$ cat config.mk
export PLATFORM = sky130hd
export DESIGN_NAME = seq_divider_8x4
export DESIGN_NICKNAME = d
export VERILOG_FILES = /design/src/rtl/seq_divider_8x4_pkg.sv /design/src/rtl/full_adder.sv /design/src/rtl/seq_divider_8x4_div_step.sv /design/src/rtl/seq_divider_8x4.sv
export SDC_FILE = /design/constraint.sdc
export NUM_CORES = 1
export LEC_CHECK = 0
export CAP_MARGIN = 20
export CORE_MARGIN = 1.5
export CORE_UTILIZATION = 46
export DETAILED_ROUTE_END_ITERATION = 10
export PLACE_DENSITY = 0.74
export SLEW_MARGIN = 30
export SYNTH_ARGS = -nofsm -noshare
export SYNTH_HDL_FRONTEND = slang
export SYNTH_HIERARCHICAL = 1
export SYNTH_SLANG_ARGS = --single-unit
$ cat constraint.sdc
create_clock -name clk -period 3 [get_ports clk]
set_input_delay 0.6 -clock clk [delete_from_list [all_inputs] [get_ports clk]]
set_output_delay 0.6 -clock clk [all_outputs]
set_load 0.02 [all_outputs]
$ cat src/rtl/seq_divider_8x4_pkg.sv
// Shared definitions for the sequential 8x4 restoring divider: FSM encoding,
// default widths and the iteration-counter width helper.
package seq_divider_8x4_pkg;

  typedef enum logic [1:0] {
    IDLE = 2'b00,
    CALC = 2'b01,
    DONE = 2'b10
  } state_t;

  localparam int DW_DEF = 8;
  localparam int VW_DEF = 4;

  // Counter must be able to hold the value DW itself.
  function automatic int cnt_width(input int dw);
    return $clog2(dw + 1);
  endfunction

endpackage

$ cat src/rtl/full_adder.sv
// One-bit full adder cell; purely combinational, used as the ripple element
// of the divider's subtract-and-select stage.
module full_adder (
  input  logic a,
  input  logic b,
  input  logic cin,
  output logic s,
  output logic cout
);

  assign s    = a ^ b ^ cin;
  assign cout = (a & b) | (a & cin) | (b & cin);

endmodule

$ cat src/rtl/seq_divider_8x4_div_step.sv
// One restoring-division step: trial subtract r_shift - {0,d} on a ripple of
// full adders; a carry out (no borrow) keeps the difference and emits a 1.
module div_step #(
  parameter int VW = 4
) (
  input  logic [VW:0]   r_shift,
  input  logic [VW-1:0] d,
  output logic [VW:0]   r_next,
  output logic          q_bit
);

  logic [VW:0]   d_inv;
  logic [VW:0]   diff;
  logic [VW+1:0] carry;

  // Two's-complement subtract: r + ~{0,d} + 1.
  assign d_inv    = ~{1'b0, d};
  assign carry[0] = 1'b1;

  for (genvar i = 0; i <= VW; i++) begin : g_sub
    full_adder u_fa (
      .a    (r_shift[i]),
      .b    (d_inv[i]),
      .cin  (carry[i]),
      .s    (diff[i]),
      .cout (carry[i+1])
    );
  end

  assign q_bit  = carry[VW+1];
  assign r_next = q_bit ? diff : r_shift;

endmodule

$ cat src/rtl/seq_divider_8x4.sv
// Unsigned iterative restoring divider, DW/VW -> DW quotient + VW remainder, one bit per clock.
// Result appears DW edges after accept and is held until out_ready; SEQ_DIVIDER_DBZ_CHECK_EN adds a fast divide-by-zero path.
module seq_divider_8x4
  import seq_divider_8x4_pkg::*;
#(
  parameter int DW = DW_DEF,
  parameter int VW = VW_DEF
) (
  input  logic          clk,
  input  logic          rst_n,
  input  logic          in_valid,
  output logic          in_ready,
  input  logic [DW-1:0] dividend,
  input  logic [VW-1:0] divisor,
  output logic          out_valid,
  input  logic          out_ready,
  output logic [DW-1:0] quotient,
  output logic [VW-1:0] remainder,
  output logic          dbz
);

  localparam int CW = cnt_width(DW);
  localparam logic [CW-1:0] LAST_STEP = CW'(DW - 1);

  state_t        state;
  logic [DW-1:0] q_reg;
  logic [VW-1:0] d_reg;
  logic [VW:0]   r_reg;
  logic [CW-1:0] cnt;

  logic [VW:0]   r_shift;
  logic [VW:0]   r_next;
  logic          q_bit;
  logic [DW-1:0] q_next;

  // After a step R < D, so its top bit only matters inside div_step.
  logic unused_r_msb;
  assign unused_r_msb = r_reg[VW];

  assign r_shift = {r_reg[VW-1:0], q_reg[DW-1]};
  assign q_next  = {q_reg[DW-2:0], q_bit};

  div_step #(.VW(VW)) u_step (
    .r_shift (r_shift),
    .d       (d_reg),
    .r_next  (r_next),
    .q_bit   (q_bit)
  );

`ifdef SEQ_DIVIDER_DBZ_CHECK_EN
  logic dbz_q;
  assign dbz = dbz_q;
`else
  assign dbz = 1'b0;
`endif

  always_ff @(posedge clk) begin
    if (!rst_n) begin
      state     <= IDLE;
      in_ready  <= 1'b1;
      out_valid <= 1'b0;
      quotient  <= '0;
      remainder <= '0;
      q_reg     <= '0;
      d_reg     <= '0;
      r_reg     <= '0;
      cnt       <= '0;
`ifdef SEQ_DIVIDER_DBZ_CHECK_EN
      dbz_q     <= 1'b0;
`endif
    end else begin
      case (state)
        IDLE: begin
          if (in_valid) begin
            q_reg    <= dividend;
            d_reg    <= divisor;
            r_reg    <= '0;
            cnt      <= '0;
            in_ready <= 1'b0;
`ifdef SEQ_DIVIDER_DBZ_CHECK_EN
            if (divisor == '0) begin
              state     <= DONE;
              out_valid <= 1'b1;
              quotient  <= '1;
              remainder <= dividend[VW-1:0];
              dbz_q     <= 1'b1;
            end else begin
              state <= CALC;
            end
`else
            state <= CALC;
`endif
          end
        end

        CALC: begin
          r_reg <= r_next;
          q_reg <= q_next;
          cnt   <= cnt + 1'b1;
          if (cnt == LAST_STEP) begin
            state     <= DONE;
            out_valid <= 1'b1;
            quotient  <= q_next;
            remainder <= r_next[VW-1:0];
`ifdef SEQ_DIVIDER_DBZ_CHECK_EN
            dbz_q     <= 1'b0;
`endif
          end
        end

        DONE: begin
          if (out_ready) begin
            state     <= IDLE;
            out_valid <= 1'b0;
            in_ready  <= 1'b1;
          end
        end

        default: begin
          state     <= IDLE;
          in_ready  <= 1'b1;
          out_valid <= 1'b0;
        end
      endcase
    end
  end

endmodule
### Word level (Yosys, flattened, before mapping)

Index checks and enable logic that the tools add are counted.

| cells by class | value |
|---|---|
| add/sub/neg operators | 1 |
| equal/unequal tests | 6 |
| multiplexer cells | 17 |
| bitwise logic cells | 34 |
| reductions and logical operators | 8 |

Operators by type and width:

| kind | number |
|---|---|
| $pmux W4 S2 | 2 |
| $pmux W8 S2 | 1 |
| $and A1 B1 Y1 | 13 |
| $mux W4 | 3 |
| $or A1 B1 Y1 | 10 |
| $reduce_and A3 Y1 | 3 |
| $mux W8 | 1 |
| $xor A1 B1 Y1 | 7 |
| $mux W2 | 3 |
| $ne A2 B2 Y1 const B | 3 |
| $pmux W1 S3 | 2 |
| $pmux W2 S3 | 1 |
| $reduce_and A2 Y1 | 3 |
| $not A4 Y5 | 1 |
| $add A4 B1 Y4 const B | 1 |
| $eq A4 B3 Y1 const B | 1 |
| $mux W1 | 4 |
| $not A1 Y1 | 3 |
| $eq A2 B1 Y1 const B | 1 |
| $eq A2 B2 Y1 const B | 1 |
| $logic_not A2 Y1 | 1 |
| $reduce_bool A2 Y1 | 1 |

| storage, ports and cells | value |
|---|---|
| register bits after elaboration | 36 |
| bits of input ports | 16 |
| output and inout port bits | 15 |
| word-level logic and storage cells | 75 |

### Longest topological paths before layout

| logic depth | value |
|---|---|
| word-level depth | 18 |
| mapped depth | 9 |
| depth with buffers taken out | 9 |

### Hierarchy

Netlist, hierarchy kept.

By module, submodules not included:

| module | instances | cells an instance | area each (sq um) |
|---|---|---|---|
| seq_divider_8x4 | 1 | 170 | 1,510.2 |
| full_adder | 5 | 1 | 20.0 |
| div_step | 1 | 10 | 75.1 |

### Least setup slack after synthesis

No wires, ideal clock.

| path | value |
|---|---|
| path kind | register -> register |
| start | register d_reg[0] |
| end | register r_reg[0] |
| arrival time | 2.870 ns |
| required time | 2.872 ns |
| path slack | 0.003 ns |
| cell stages (with the launch flop) | 10 |
| period minus slack after synthesis | 2.997 ns |
| path through | dfxtp_1 inv_1 fa_1 fa_1 fa_1 fa_1 fa_1 mux2_2 a22oi_1 nor2_1 |

| on the way | value |
|---|---|
| cells in the longest elaborated chain, start to end | 18 |
| elaborated cells on any way between the ends | 24 |
| those cells by class | mux (2); bitwise (22) |

RTL lines:

| element | RTL line | source |
|---|---|---|
| start, declared | seq_divider_8x4.sv:27 | `logic [VW-1:0] d_reg;` |
| start signal, assigned | seq_divider_8x4.sv:76 | `d_reg <= divisor;` |
| $not A4 Y5 (*) | seq_divider_8x4_div_step.sv:17 | `assign d_inv = ~{1'b0, d};` |
| net u_step.d_inv[0] | seq_divider_8x4_div_step.sv:12 | `logic [VW:0] d_inv;` |
| $and A1 B1 Y1 | full_adder.sv:12 | `assign cout = (a & b) \| (a & cin) \| (b & cin);` |
| $or A1 B1 Y1 | full_adder.sv:12 |  |
| $or A1 B1 Y1 (*) | full_adder.sv:12 |  |
| net u_step.carry[1] | seq_divider_8x4_div_step.sv:14 | `logic [VW+1:0] carry;` |
| $and A1 B1 Y1 | full_adder.sv:12 |  |
| $or A1 B1 Y1 | full_adder.sv:12 |  |
| [... 1 more ...] | -- |  |
| net u_step.carry[2] | seq_divider_8x4_div_step.sv:14 |  |
| [... 3 more ...] | -- |  |
| net u_step.carry[3] | seq_divider_8x4_div_step.sv:14 |  |
| [... 3 more ...] | -- |  |
| net u_step.carry[4] | seq_divider_8x4_div_step.sv:14 |  |
| $and A1 B1 Y1 | full_adder.sv:12 |  |
| $or A1 B1 Y1 | full_adder.sv:12 |  |
| $or A1 B1 Y1 (*) | full_adder.sv:12 |  |
| net q_bit | seq_divider_8x4.sv:33 | `logic q_bit;` |
| $mux W4 (*) | seq_divider_8x4_div_step.sv:31 | `assign r_next = q_bit ? diff : r_shift;` |
| net r_next[0] | seq_divider_8x4.sv:32 | `logic [VW:0] r_next;` |
| $pmux W4 S2 (*) | seq_divider_8x4.sv:72 | `case (state)` |
| end signal, assigned | seq_divider_8x4.sv:97 | `r_reg <= r_next;` |
| end, declared | seq_divider_8x4.sv:28 | `logic [VW:0] r_reg;` |

The timed path passes the listed nets; every way through them passes the cells marked *.
A chain may end at the register's enable or synchronous reset.

### Worst setup path in the final report

| path | value |
|---|---|
| start | register q_reg[7] |
| end | register r_reg[2] |

| on the way | value |
|---|---|
| cells in the longest elaborated chain, start to end | 17 |
| elaborated cells on any way between the ends | 22 |
| those cells by class | mux (2); bitwise (20) |

RTL lines:

| element | RTL line | source |
|---|---|---|
| start, declared | seq_divider_8x4.sv:26 | `logic [DW-1:0] q_reg;` |
| start signal, assigned | seq_divider_8x4.sv:75 | `q_reg <= dividend;` |
| start signal, assigned | seq_divider_8x4.sv:98 | `q_reg <= q_next;` |
| $and A1 B1 Y1 | full_adder.sv:12 |  |
| $or A1 B1 Y1 (*) (2 in series) | full_adder.sv:12 |  |
| net u_step.carry[1] | seq_divider_8x4_div_step.sv:14 |  |
| $and A1 B1 Y1 | full_adder.sv:12 |  |
| $or A1 B1 Y1 | full_adder.sv:12 |  |
| $or A1 B1 Y1 (*) | full_adder.sv:12 |  |
| net u_step.carry[2] | seq_divider_8x4_div_step.sv:14 |  |
| $and A1 B1 Y1 | full_adder.sv:12 |  |
| [... 2 more ...] | -- |  |
| net u_step.carry[3] | seq_divider_8x4_div_step.sv:14 |  |
| [... 3 more ...] | -- |  |
| net u_step.carry[4] | seq_divider_8x4_div_step.sv:14 |  |
| $and A1 B1 Y1 | full_adder.sv:12 |  |
| $or A1 B1 Y1 | full_adder.sv:12 |  |
| $or A1 B1 Y1 (*) | full_adder.sv:12 |  |
| net q_bit | seq_divider_8x4.sv:33 |  |
| $mux W4 (*) | seq_divider_8x4_div_step.sv:31 |  |
| net r_next[2] | seq_divider_8x4.sv:32 |  |
| $pmux W4 S2 (*) | seq_divider_8x4.sv:72 |  |

Marked as above.

==> impl_metrics.env <==
export IMPL_post_synth_cell_area_avg_sq_um=9.10
export IMPL_worst_path_dominant_cell_family="adder cells"
export IMPL_syn_cell_area_sq_um=1670
export IMPL_clk_path_buf_depth=2
export IMPL_power_ir_vdd_worst_mv=0.280
export IMPL_via_count_of_the_first_global_routing_pass=1304
export IMPL_routed_via_count=1351
export IMPL_report_final_setup_viol=0
export IMPL_grt_first_pass_wirelength_microns=6070
export IMPL_postSynthCellCount=184
export IMPL_crit_chain="fa_1 -> fa_2 -> fa_2 -> fa_2 -> fa_2 -> mux2_2 -> a22oi_1 -> nor2_1"
export IMPL_layout_fillers=307
export IMPL_detail_route_wl_per_cell_microns=13.5
export IMPL_numCtsBuffers=5
export IMPL_hold_viol_final=0
export IMPL_dp_hpwl_microns=2400
export IMPL_design_portCount=31
export IMPL_cp_start_kind="flop"
export IMPL_clock_latency_ns=0.35
export IMPL_groute_usage_overall_pct=19.4
export IMPL_power_static_leakage_uw=0.000722
export IMPL_crit_top_cell="sky130_fd_sc_hd__fa_2"
export IMPL_cts_tree="built"
export IMPL_core_sq_um=3420
export IMPL_critical_path_required_ns=3.24
export IMPL_avgViaCountPerCell=5.26
export IMPL_grt_overflow=0
export IMPL_critPathSlowestCell="sky130_fd_sc_hd__fa_1"
export IMPL_timing_final_crit_period_ns=2.90
export IMPL_drt_initial_drc_count=55
export IMPL_clock_fmax_mhz=345
export IMPL_nets=232
export IMPL_cap_violations=0
export IMPL_post_layout_util_pct=60.0
export IMPL_clkSlewWorstSetupHoldPaths_ns=0.11
export IMPL_chipWidth_microns=63.3
export IMPL_maxSlewViolCount=0
export IMPL_final_min_period_over_clock_period_pct=96.7
export IMPL_clock_skew_ns=0.0121
export IMPL_run_status="complete, no violations"
export IMPL_floorplan_die_area_sq_um=4010
export IMPL_start_util_pct=49.0
export IMPL_cp_max_fo=5
export IMPL_tritoncts_num_sinks=36
export IMPL_antenna_violating_nets_left=0
export IMPL_tightest_slew_ns=0.610
export IMPL_detail_route_wirelength_microns=3460
export IMPL_drive_above_1_share_pct=11.4
export IMPL_power_total_uw=1000
export IMPL_grt_setup_unrepaired="false"
export IMPL_mostFrequentLayoutCell="sky130_fd_sc_hd__dfxtp_1"
export IMPL_postCtsHoldBufs=0
export IMPL_cts_max_level=2
export IMPL_maximum_number_of_pins_on_one_net_before_global_route_repair=28
export IMPL_row_count=21
export IMPL_multi_input_comb_area_sq_um=852
export IMPL_relSlewSlack_pct=59.3
export IMPL_setup_slack_ns=0.0980
export IMPL_firstDrtPassIters=4
export IMPL_hold_path_class="flop to flop"
export IMPL_kind_of_capture_point_of_the_worst_setup_path="flop"
export IMPL_antenna_violations_before_repair=0
export IMPL_ff_latch_area_sq_um=722
export IMPL_cts_root_buf="sky130_fd_sc_hd__clkbuf_4"
export IMPL_detailedPlace_worstSlack_ns=-0.118
export IMPL_pwr_density_cell_nw_per_um2=488
export IMPL_antenna_fix_cells=0
export IMPL_die_height_microns=63.3
export IMPL_io_buffer_count=29
export IMPL_critical_path_n_buffers_inverters=0
export IMPL_gp_routability_congestion=0.748
export IMPL_synthToLayoutAreaGrowth_pct=22.5
export IMPL_post_cts_repair_setup_buffers=0
export IMPL_cp_arrival_ns=3.14
export IMPL_drcViolationCount=0
export IMPL_layout_cells_most_common_list="35 x sky130_fd_sc_hd__dfxtp_1, 33 x sky130_fd_sc_hd__nand2_1, 29 x sky130_fd_sc_hd__clkdlybuf4s50_1"
export IMPL_synthesis_yosys_warnings=6
export IMPL_path_class="flop to flop"
export IMPL_crit_path_max_incr_delay_ns=0.44
[through the flow]
stage	instance area, sq um	hold WS, ns	setup TNS, ns	instances
2_1_floorplan	1680	0.448	0	185
5_1_grt	2050	0.488	0	257
4_1_cts	2050	0.468	0	257
6_report	2050	0.465	0	257
3_5_place_dp	1960	0.447	-0.505	249
3_3_place_gp	1960	0.441	-0.162	249
[final cells by class]
type                            instances  share of cell area [%]
Clock buffer                            5                    1.83
Tap cell                               46                    2.81
Clock inverter                          3                    2.07
Sequential cell                        36                    35.2
Inverter                                7                    1.28
Timing Repair Buffer                   32                    15.3
Multi-Input combinational cell        128                    41.5
[final timing paths]
path,startpoint,to,slack (ns),depth (start not counted)
worst max-delay path,q_reg[7]$_SDFFE_PN0P_,r_reg[2]$_SDFFE_PN0P_,0.1,8
worst min register to register,quotient[0]$_SDFFE_PN0P_,quotient[0]$_SDFFE_PN0P_,0.46,2
worst max register to register,q_reg[7]$_SDFFE_PN0P_,r_reg[2]$_SDFFE_PN0P_,0.1,8
worst min-delay path,quotient[0]$_SDFFE_PN0P_,quotient[0]$_SDFFE_PN0P_,0.46,2
[power breakdown]
part / switching [uW] / internal (uW) / leakage, uW / total [uW]
clock: 171 / 174 / 0.0000412 / 344
sequential: 19.4 / 498 / 0.000294 / 517
combinational: 68.4 / 70.5 / 0.000387 / 139
total: 258 / 742 / 0.000722 / 1000
[per-layer routing]
metal	up-vias	share of wire, %	global-route usage, %
met4	0	2.1	8.97
met1	620	44	24.5
met5	-	0	0
met2	49	48	31.1
met3	6	5.5	5.00
li1	676	-	-
[worst register-to-register path, cell delays in order (launching register included)]
cell and delay (ns):
sky130_fd_sc_hd__dfxtp_1 0.34, sky130_fd_sc_hd__fa_1 0.44, sky130_fd_sc_hd__fa_2 0.35, sky130_fd_sc_hd__fa_2 0.35
sky130_fd_sc_hd__fa_2 0.36, sky130_fd_sc_hd__fa_2 0.40, sky130_fd_sc_hd__mux2_2 0.31, sky130_fd_sc_hd__a22oi_1 0.17
sky130_fd_sc_hd__nor2_1 0.06
[timing repair]
action                                  4_1_cts  5_1_grt
gates resized for setup                       3        2
pin swaps                                     1        1
endpoints found under the hold margin         0        0
endpoints found under the setup margin        8        4
Note: power is estimated with default switching activity, not from simulation.
